<file path="config.mk">
export PLATFORM = sky130hd
export DESIGN_NAME = cache_bus_arbiter_flat
export DESIGN_NICKNAME = d
export VERILOG_FILES = /design/src/rtl/cache_bus_arbiter_if.sv /design/src/rtl/cache_bus_arbiter.sv /design/src/flat_wrapper.sv
export SDC_FILE = /design/constraint.sdc
export NUM_CORES = 1
export LEC_CHECK = 0
export CAP_MARGIN = 20
export CORE_AREA = 5 5 128 130
export CTS_BUF_LIST = sky130_fd_sc_hd__clkbuf_8
export CTS_CLUSTER_DIAMETER = 120
export DETAILED_ROUTE_END_ITERATION = 8
export DIE_AREA = 0 0 133 135
export GPL_TIMING_DRIVEN = 0
export PLACE_DENSITY_LB_ADDON = 0.05
export SLEW_MARGIN = 20
export SYNTH_ARGS = -nofsm -noshare
export SYNTH_HDL_FRONTEND = slang
export SYNTH_SLANG_ARGS = --single-unit
</file>
<file path="constraint.sdc">
create_clock -name clk -period 3.4 [get_ports clk]
set_input_delay 0.68 -clock clk [delete_from_list [all_inputs] [get_ports clk]]
set_output_delay 0.68 -clock clk [all_outputs]
set_load 0.005 [all_outputs]
</file>
<file path="src/rtl/cache_bus_arbiter_if.sv">
// cache_bus request/response types and the bundle that carries the shared-slave
// arbiter's master-facing and slave-facing buses.
package cache_bus_pkg;

  typedef struct packed {
    logic        valid;
    logic        wr;
    logic [1:0]  size;
    logic [31:0] addr;
    logic [1:0]  burst;
    logic        cached;
    logic [31:0] w_data;
    logic [3:0]  data_strobe;
    logic        data_ok;
    logic        data_last;
  } cache_bus_req_t;

  typedef struct packed {
    logic        ready;
    logic        data_ok;
    logic        data_last;
    logic [31:0] r_data;
  } cache_bus_resp_t;

endpackage

interface cache_bus_arbiter_if #(
  parameter int NUM_MASTER = 2
);
  import cache_bus_pkg::*;

  cache_bus_req_t  req_i  [NUM_MASTER];
  cache_bus_resp_t resp_o [NUM_MASTER];
  cache_bus_req_t  req_o;
  cache_bus_resp_t resp_i;

  // slave: the arbiter; master: the cache masters together with the shared bridge
  modport slave  (input req_i, output resp_o, output req_o, input resp_i);
  modport master (output req_i, input resp_o, input req_o, output resp_i);
endinterface

</file>
<file path="src/rtl/cache_bus_arbiter.sv">
// Purpose: shares one cache_bus slave among NUM_MASTER masters, grant locked per transaction.
// Latency: 1 idle cycle to arbitrate, then address and data pass straight through.
// Backpressure: losers see ready=0/data_ok=0; the granted master sees the slave's handshakes.
module cache_bus_arbiter
  import cache_bus_pkg::*;
#(
  parameter int NUM_MASTER = 2,
  parameter int FIXED_PRIO = 0
) (
  input  logic                          clk,
  input  logic                          rst_n,
  cache_bus_arbiter_if.slave            bus,
  output logic [$clog2(NUM_MASTER)-1:0] grant_o,
  output logic                          busy_o
);

  localparam int GW = $clog2(NUM_MASTER);

  typedef enum logic [2:0] {
    IDLE = 3'b001,
    ADDR = 3'b010,
    DATA = 3'b100
  } state_t;

  state_t         state;
  logic [GW-1:0]  grant;
  logic [GW-1:0]  rr_ptr;
  logic [GW-1:0]  base;
  logic [GW:0]    cand;
  logic           win_vld;
  logic [GW-1:0]  win_idx;
  cache_bus_req_t req_g;
  logic           done;

  assign base  = (FIXED_PRIO != 0) ? '0 : rr_ptr;
  assign req_g = bus.req_i[grant];
  assign done  = bus.resp_i.data_ok & req_g.data_ok & bus.resp_i.data_last;

  // Scan from the top of the search order down so the earliest candidate wins last.
  always_comb begin
    win_vld = 1'b0;
    win_idx = '0;
    cand    = '0;
    for (int i = NUM_MASTER - 1; i >= 0; i--) begin
      cand = {1'b0, base} + (GW+1)'(i);
      if (cand >= (GW+1)'(NUM_MASTER)) begin
        cand = cand - (GW+1)'(NUM_MASTER);
      end
      if (bus.req_i[cand[GW-1:0]].valid) begin
        win_vld = 1'b1;
        win_idx = cand[GW-1:0];
      end
    end
  end

  always_ff @(posedge clk or negedge rst_n) begin
    if (!rst_n) begin
      state  <= IDLE;
      grant  <= '0;
      rr_ptr <= '0;
    end else begin
      case (state)
        IDLE: begin
          if (win_vld) begin
            grant <= win_idx;
            state <= ADDR;
          end
        end
        ADDR: begin
          // An abandoned address phase leaves rr_ptr alone: nothing was served.
          if (!req_g.valid) begin
            state <= IDLE;
          end else if (bus.resp_i.ready) begin
            state <= DATA;
          end
        end
        DATA: begin
          if (done) begin
            state  <= IDLE;
            rr_ptr <= (grant == GW'(NUM_MASTER - 1)) ? '0 : grant + GW'(1);
          end
        end
        default: state <= IDLE;
      endcase
    end
  end

  always_comb begin
    bus.req_o = '0;
    for (int k = 0; k < NUM_MASTER; k++) begin
      bus.resp_o[k]        = '0;
      bus.resp_o[k].r_data = bus.resp_i.r_data;
    end
    case (state)
      ADDR: begin
        bus.req_o              = req_g;
        bus.resp_o[grant].ready = bus.resp_i.ready;
      end
      DATA: begin
        // Address already accepted; keep the slave from seeing a second one.
        bus.req_o                   = req_g;
        bus.req_o.valid             = 1'b0;
        bus.resp_o[grant].data_ok   = bus.resp_i.data_ok;
        bus.resp_o[grant].data_last = bus.resp_i.data_last;
      end
      default: ;
    endcase
  end

  assign grant_o = grant;
  assign busy_o  = (state != IDLE);

endmodule

</file>
<file path="src/flat_wrapper.sv">
// flat-port wrapper written by rule: the top's interface ports become plain ports
module cache_bus_arbiter_flat import cache_bus_pkg::*;
#(
  parameter int NUM_MASTER = 2,
  parameter int FIXED_PRIO = 0
)
  (clk, rst_n, grant_o, busy_o, bus_req_i, bus_resp_o, bus_req_o, bus_resp_i);
  cache_bus_arbiter_if #(.NUM_MASTER(NUM_MASTER)) bus_i ();
  input  logic clk;
  input  logic rst_n;
  output logic [$clog2(NUM_MASTER)-1:0] grant_o;
  output logic busy_o;
  input wire logic [$bits(bus_i.req_i)-1:0] bus_req_i;
  output wire logic [$bits(bus_i.resp_o)-1:0] bus_resp_o;
  output wire logic [$bits(bus_i.req_o)-1:0] bus_req_o;
  input wire logic [$bits(bus_i.resp_i)-1:0] bus_resp_i;
  assign bus_i.req_i = {>>{bus_req_i}};
  assign bus_resp_o = {>>{bus_i.resp_o}};
  assign bus_req_o = bus_i.req_o;
  assign bus_i.resp_i = bus_resp_i;
  cache_bus_arbiter #(.NUM_MASTER(NUM_MASTER), .FIXED_PRIO(FIXED_PRIO)) u_core (.clk(clk), .rst_n(rst_n), .bus(bus_i), .grant_o(grant_o), .busy_o(busy_o));
endmodule
</file>
-- Yosys cells after proc, flatten, opt, wreduce, memory -nomap -nowiden
Cells that the tools add are included.
- output and inout port bits: 149
- register bits: 5
- bitwise logic cells: 5
- multiplexer cells: 32
- add/sub/neg operators: 4
- magnitude comparators: 6
- reductions and logical operators: 4
- eq/ne operators: 7
- operators by type and width (kind ; count):
    $mux 77 ; 9
    $bwmux 70 ; 3
    $pmux 77 s2 ; 1
    $pmux 70 s2 ; 1
    $demux 35 s1 ; 3
    $mux 35 ; 1
    $mux 34 ; 1
    $mux 33 ; 1
    $mux 3 ; 4
    $pmux 3 s3 ; 1
    $ge 2x2->1 const B ; 4
    $mux 1 ; 7
    $not 1->2 ; 3
    $ne 2x1->1 const B ; 2
    $reduce_and 2->1 ; 2
    $eq 3x1->1 const B ; 1
    $eq 3x2->1 const B ; 1
    $eq 3x3->1 const B ; 1
    $ne 3x1->1 const B ; 1
    $ne 3x3->1 const B ; 1
    $reduce_and 3->1 ; 1
    $add 1x1->2 const B ; 1
    $and 1x1->1 ; 2
    $ge 1x2->1 const B ; 1
    4 further kinds ; 5

-- Longest topological paths before layout
Gate-level depths: netlist (run 1).
- word-level depth: 11
- gate-level depth with buffers: 5

-- Worst setup path after synthesis (run 1)
Ideal clock, no wire load.
- kind: register -> output
- start point: register u_core.state[2]
- end point: output port bus_req_o[10]
- arrival time: 1.135 ns
- setup slack: 1.585 ns
- cell stages (with the launch flop): 6
- data required time: 2.720 ns
- cells stage by stage: dfrtp_1 and2b_4 o21bai_2 buf_4 buf_4 nor2_1
- word-level cells in the longest chain between the ends: 2
- elaborated cells between the ends (all ways): 3
- those cells by class: 2 x eq/ne; 1 x mux
- RTL lines (what ; RTL line ; source):
    start: declaration ; cache_bus_arbiter.sv:25 ; state_t state;
    start signal: assignment ; cache_bus_arbiter.sv:58 ; state <= IDLE;
    start signal: assignment ; cache_bus_arbiter.sv:66 ; state <= ADDR;
    start signal: assignment ; cache_bus_arbiter.sv:72 ; state <= IDLE;
    $eq 3x3->1 / $eq 3x2->1 (equally long branches) ; cache_bus_arbiter.sv:94 ; case (state)
    $pmux 77 s2 (*) ; cache_bus_arbiter.sv:94 ;
    end: declaration ; flat_wrapper.sv:15 ; output wire logic [$bits(bus_i.req_o)-1:0] bus_req_o;
Every way passes the cells marked *; elsewhere a longest branch is shown, timed or not.

-- Final worst setup path (run 1)
- start point: input port bus_req_i[76]
- end point: output port bus_req_o[76]
- word-level cells in the longest chain between the ends: 4
- RTL lines (what ; RTL line ; source):
    start: declaration ; flat_wrapper.sv:13 ; input wire logic [$bits(bus_i.req_i)-1:0] bus_req_i;
    $mux 77 (not written as such) (3 in a row) ; cache_bus_arbiter.sv:36 ; assign req_g = bus.req_i[grant];
    $pmux 77 s2 ; cache_bus_arbiter.sv:94 ;
No other way between the ends. The select of a mux whose other input is x is not followed.

==> reports/results.tsv, run 1 <==
stage	metric	value	unit
worst_setup_path	CP max stage cell	clkdlybuf4s50_1	
sta	Slew headroom	66.3	%
sta	Hold Vio Cnt, Final	0	
final_layout	post-route cell area	5220	um2
sta	worst slew pin tran	505	ps
final_layout	share of cells above drive strength 1	10.5	%
synth	Synthesized Nets	460	
clock_network	Post-CTS Repair Setup Buffers	0	
place	Port Buffers	307	
place	DP Area	5170	um2
job	max_cap viols	0	
detailed_routing	routed wire length	12.5	mm
worst_setup_path	Arr. time, crit path	2080	ps
detailed_routing	DRC violations left	0	
synth	Synth async-reset ratio	100	%
die	Rows	45	
detailed_routing	via count	2943	
sta	clock skew	1.01	ps
die	Die W	133	um
power	power per cell area	388	nW/um2
sta	final setup margin	638	ps
power	Leakage	2.14	nW
worst_setup_path	worst path bufs/invs	3	
synth	syn_area_per_cell	6.94	um2
clock_network	CTS HTree Levels	1	
clock_network	CTS clk-pin slew, worst paths	40	ps
detailed_routing	drt pass-1 iters	4	
worst_setup_path	Worst setup SP type	input port	
synth	count of state elements after synthesis	5	
place	Final GP Congestion	0.731	
worst_setup_path	CP cell instances	clkdlybuf4s50_1 -> mux2_2 -> nand2_1 -> inv_1 -> clkdlybuf4s50_1	
synth	Mapped Area	1870	um2
die	Core Area	15000	um2
sta	Pins Over Slew Limit	0	
synth	Yosys cell types	27	
synth	Seq/Total Area, Yosys	6.77	%
grt	Remaining Overflow, GRT	0	
worst_setup_path	Max FO, Critical Path	4	
final_layout	nets	772	
synth	Ys Warns	0	
clock_network	hold buffers post-CTS	0	
worst_setup_path	Worst Path Required	2720	ps
worst_setup_path	crit-path most repeated cell	clkdlybuf4s50_1	
hold_path	worst min path class	reg2reg	
synth	post-synthesis cell count	269	
worst_setup_path	top cell family by delay on the critical path	buffers and inverters	
sta	unrepaired setup endpoints after global routing	false	
die	starting density of the core	12.4	%
detailed_routing	vias per inst	3.83	
clock_network	CTS-repair resized insts	0	
sta	TNS Setup	0	ps
synth	EDFF count, synth	0	
worst_setup_path	Crit. End Element	output pin	
final_layout	Area Overhead vs Synth	180	%
grt	Total GRT Usage	12.5	%
synth	Post-synth top flop	dfrtp_1	
grt	antenna violations before repair	1	
status	status	finished, final reports clean	
clock_network	# clock sinks	5	
synth	Synth top area share	40.2	%
detailed_routing	DR WL/cell	16.3	um
worst_setup_path	WS Path Type	in2out	
die	DIE HEIGHT	135	um
final_layout	Ant. Diodes	0	
clock_network	CTS buffer count	3	
place	detailed placement HPWL	11.1	mm
sta	Max Clk Rate	362	MHz
detailed_routing	1st-iter DRT viols	40	
clock_network	Max clock buf depth	2	
power	Total Power	2.02	mW
place	Setup WS pre-CTS	634	ps
power	Max VDD drop	0.160	mV
die	number of top-level pins	340	
grt	largest net degree at the start of global routing	11	
grt	first-pass GRT wire length	17.9	mm
synth	synth top area cells	mux2i_1 (40%), buf_4 (17%), nor2_1 (15%), clkbuf_1 (6.6%), dfrtp_1 (5.4%)	
clock_network	CTS tree	built	
sta	fin crit period	2760	ps
die	Total Die Area	18000	um2
clock_network	Clock Latency Late Sink	220	ps
detailed_routing	post-route ant nets	0	
grt	number of global-route vias before repair	3124	
sta	final worst-path cycle share	81.2	%
synth	Synth area leader	mux2i_1	
worst_setup_path	Max stage delay on crit path	530	ps
sta	final setup fails	0	
clock_network	clock root buffer	clkbuf_8	
## power by group
part           leakage (nW)  internal (mW)  switching (mW)  total, mW
Clock                0.0269         0.0774          0.0293      0.107
Sequential           0.0621         0.0867          0.0246      0.111
Combinational          2.05           1.06           0.748       1.80
Total                  2.14           1.22           0.802       2.02
## area by class of cell
cell class,instances,area [um2]
plain buffers,82,482
clock buffers,3,41.3
clock inverters,1,3.75
fillers,1586,9810
inverters,2,7.51
multi-input cells,180,1250
flip-flops and latches,5,126
well taps,188,235
repair buffers,307,3070
## cells in the mapped netlist (all sizes together), types with 2 or more instances
cell type and n:
a21oi 2, and3 3, buf 46, clkbuf 36, dfrtp 4, inv 2, mux2i 76, nand2 4
nor2 77, nor2b 2, nor3b 4, o21ai 3
## placed cells by master (no fill, tap or decap), drive strengths merged
master,count
nor2,77
and2b,1
clkbuf,39
nand2,4
and3,3
o21ai,3
mux2i,76
buf,46
o31ai,1
dfstp,1
nor3b,4
or3b,1
o211a,1
mux2,1
clkdlybuf4s50,307
a31oi,1
dfrtp,4
nor2b,2
o21bai,1
a21oi,2
inv,3
o41ai,1
nand3,1
## worst paths after layout
| check | cells after the start | to | slack (ps) | from |
|---|---|---|---|---|
| min in group asynchronous | 1 | u_core.state[2] | 690 | rst_n |
| worst min register to register | 2 | u_core.base | 510 | u_core.base |
| worst max register to register | 3 | u_core.state[0] | 2040 | u_core.state[0] |
| worst max-delay path | 5 | bus_req_o[76] | 640 | bus_req_i[76] |
| max in group asynchronous | 1 | u_core.state[0] | 2450 | rst_n |
| worst min-delay path | 2 | u_core.base | 510 | u_core.base |
## flip-flops by register name, summed over array words and instances, names as in the netlist
signal	cells
u_core.base	1
u_core.grant_o	1
u_core.state	3
## logic make-up (layout without fill, tap and decap cells)
kind of cell | count (synthesis) | in the layout | synth area share [%]
flops | 5 | 5 | 6.77
mux | 77 | 77 | 41.6
buf+inv | 84 | 395 | 26.2
simple gates | 93 | 93 | 21.1
compound gates | 10 | 10 | 4.36
## tightest hold or removal path: cells and delay by family, from the launching register on
family	cells	cell delay (ps)
flops	1	350
compound gates	2	120
## stage by stage
step / cells / util, % / hold slack [ps]
2_1_floorplan: 269 / - / 384
3_3_place_gp: 764 / 34.4 / 516
3_5_place_dp: 764 / 34.4 / 504
4_1_cts: 768 / 34.7 / 512
5_1_grt: 768 / 34.7 / 528
6_report: 768 / 34.7 / 506
## routing by layer
metal | global-route usage [%] | up-vias | routed length (um)
li1 | - | 1451 | -
met1 | 12.6 | 1301 | 4330
met2 | 25.7 | 185 | 6910
met3 | 3.91 | 4 | 1210
met4 | 0.866 | 2 | 20
met5 | 0 | - | 13
Power figures use the tool's default switching activity.
==> run 2, diff against run 1 <==
==> constraint.sdc (replaced) <==
create_clock -name clk -period 2.33 [get_ports clk]
set_input_delay 0.466 -clock clk [delete_from_list [all_inputs] [get_ports clk]]
set_output_delay 0.466 -clock clk [all_outputs]
set_load 0.005 [all_outputs]
==> run 2 against run 1 <==
Against the previous run:
- wire length about the same
- global-route usage is 0.064 points higher
- worst hold slack got worse by 27 ps
- non-clock buffer count is 2 higher
- power grew 50%
- largest cell class unchanged
- sequential share of layout area about the same
- via count grew 0.48%
- clock skew is 0.83 ps lower
- final area is 2.6% higher
- critical path depth rose by 1
- critical endpoint is now bus_req_o[5]
- highest routed layer unchanged
==> reports/results.tsv, run 2 (synthesis gave the netlist of run 1 again) <==
stage	metric	value	unit	change
status	status	finished, final reports clean		unchanged
detailed_routing	post-route ant nets	0		unchanged
worst_setup_path	crit-path most repeated cell	buf_12		was clkdlybuf4s50_1
final_layout	max reg flops	3		unchanged
place	Final GP Congestion	0.731		unchanged
worst_setup_path	Worst setup SP type	flip-flop		was input port
detailed_routing	drt pass-1 iters	4		unchanged
clock_network	Clock Latency Late Sink	220	ps	about the same
sta	Hold Vio Cnt, Final	0		unchanged
worst_setup_path	CP cell instances	buf_2 -> buf_12 -> buf_12 -> mux2i_1 -> nor2_1 -> clkdlybuf4s50_1		was clkdlybuf4s50_1 -> mux2_2 -> nand2_1 -> inv_1 -> clkdlybuf4s50_1
worst_setup_path	Max FO, Critical Path	10		was 4
detailed_routing	vias per inst	3.84		was 3.83
grt	routing usage on met2	25.8	%	was 25.7%
clock_network	CTS buffer count	3		unchanged
sta	fin crit period	2270	ps	
worst_setup_path	WS Path Type	reg2out		was in2out
grt	antenna violations before repair	1		unchanged
worst_setup_path	worst path bufs/invs	4		was 3
grt	number of global-route vias before repair	3127		was 3124
final_layout	most frequent cells in the layout	clkdlybuf4s50_1 (245), nor2_1 (77), mux2i_1 (73)		was clkdlybuf4s50_1 (307), nor2_1 (77), mux2i_1 (75)
sta	final setup margin	56.9	ps	was 638 ps
place	Setup WS pre-CTS	-8.40	ps	was 634 ps
power	power per cell area	568	nW/um2	was 388 nW/um2
worst_setup_path	Max stage delay on crit path	540	ps	was 530 ps
place	DP Area	5170	um2	unchanged
final_layout	Area Overhead vs Synth	187	%	was 180%
worst_setup_path	Worst Path Required	1860	ps	was 2720 ps
sta	unrepaired setup endpoints after global routing	true		was false
clock_network	CTS HTree Levels	1		unchanged
final_layout	post-route cell area	5360	um2	was 5220 um2
grt	first-pass GRT wire length	18.0	mm	was 17.9 mm
sta	clock skew	0.174	ps	was 1.01 ps
grt	routing usage on met3	3.95	%	was 3.91%
place	Port Buffers	307		unchanged
die	Total Die Area	18000	um2	unchanged
sta	worst slew pin tran	429	ps	was 505 ps
detailed_routing	via count	2957		was 2943
place	detailed placement HPWL	11.1	mm	unchanged
grt	largest net degree at the start of global routing	11		unchanged
clock_network	clock root buffer	clkbuf_8		unchanged
clock_network	# clock sinks	5		unchanged
sta	Pins Over Slew Limit	0		unchanged
detailed_routing	1st-iter DRT viols	38		was 40
power	Max VDD drop	0.241	mV	was 0.160 mV
final_layout	Layout Utilization	35.6	%	was 34.7%
detailed_routing	DR WL/cell	16.2	um	was 16.3 um
die	Die W	133	um	unchanged
die	starting density of the core	12.4	%	unchanged
sta	Max Clk Rate	440	MHz	
sta	final setup fails	0		unchanged
grt	Remaining Overflow, GRT	0		unchanged
die	Rows	45		unchanged
worst_setup_path	Crit. End Element	output pin		unchanged
clock_network	CTS tree	built		unchanged
clock_network	Max clock buf depth	2		unchanged
final_layout	commonest non-fill, non-tap cell in the layout	clkdlybuf4s50_1		unchanged
clock_network	CTS clk-pin slew, worst paths	30	ps	was 40 ps
hold_path	worst min path class	in2async		was reg2reg
die	number of top-level pins	340		unchanged
worst_setup_path	Arr. time, crit path	1810	ps	was 2080 ps
die	Core Area	15000	um2	unchanged
grt	most crowded layer after global routing	met2		unchanged
sta	Slew headroom	71.3	%	was 66.3%
job	max_cap viols	0		unchanged
worst_setup_path	top cell family by delay on the critical path	buffers and inverters		unchanged
final_layout	nets	774		was 772
detailed_routing	DRC violations left	0		unchanged
grt	Total GRT Usage	12.5	%	about the same
final_layout	register name with the most flops	u_core.state		unchanged
power	Leakage	2.69	nW	was 2.14 nW
sta	final worst-path cycle share	97.6	%	
final_layout	share of cells above drive strength 1	11.7	%	was 10.5%
final_layout	Ant. Diodes	0		unchanged
grt	Global Route met1 Usage	12.7	%	was 12.6%
detailed_routing	routed wire length	12.5	mm	about the same
die	DIE HEIGHT	135	um	unchanged
clock_network	hold buffers post-CTS	0		unchanged
worst_setup_path	CP max stage cell	clkdlybuf4s50_1		unchanged
## run 2: cell count changes in the layout (fill, tap and decap cells not counted), sizes merged
cell           change
clkdlybuf4s50     -62
dlygate4sd2       +40
dlymetal6s2s      +18
clkdlybuf4s15      +4
buf                +2
## run 2: metrics by stage
| step | hold slack (ps) | TNS, ps | power, mW | cells |
|---|---|---|---|---|
| final | 479 | 0 | 3.04 | 770 |
| after global placement | 516 | 0 | 2.85 | 764 |
| after floorplan | 170 | 0 | 1.52 | 269 |
| after global routing | 490 | -44.5 | 3.30 | 770 |
| after detailed placement | 504 | -8.40 | 2.86 | 764 |
| after CTS | 475 | -243 | 3.09 | 770 |
## run 2: repair_timing
item	4_1_cts	5_1_grt
cloned	0	0
pin swaps	0	1
resized for setup	65	36
setup buffers	2	0
setup endpoints to repair	80	44
## run 2: power breakdown
part | internal [mW] | total, mW | switching [mW]
logic | 1.60 | 2.72 | 1.12
clock network | 0.113 | 0.155 | 0.0418
registers | 0.128 | 0.168 | 0.0396
total | 1.84 | 3.04 | 1.20
## run 2: path summary, 6_finish.rpt
path / start / endpoint / slack [ps] / depth (start not counted)
min: rst_n / u_core.state[2] / 480 / 1
max in group asynchronous: rst_n / u_core.state[0] / 1590 / 1
max reg2reg: u_core.state[0] / u_core.state[0] / 940 / 3
max: u_core.grant_o / bus_req_o[5] / 60 / 6
min reg2reg: u_core.base / u_core.base / 500 / 2
min in group clk: u_core.base / u_core.base / 500 / 2
## run 2: metal layers
metal	share of wire, %	vias to the layer above
li1	-	1454
met3	10	4
met2	56	187
met4	0.14	2
met5	0.088	-
met1	34	1310
## run 2: cell type report
| class | count | area, um2 |
|---|---|---|
| plain buffers | 82 | 579 |
| multi-input cells | 180 | 1280 |
| well taps | 188 | 235 |
| repair buffers | 309 | 3090 |
| clock inverters | 1 | 3.75 |
| fillers | 1596 | 9680 |
| clock buffers | 3 | 41.3 |
| inverters | 2 | 7.51 |
| flip-flops and latches | 5 | 128 |
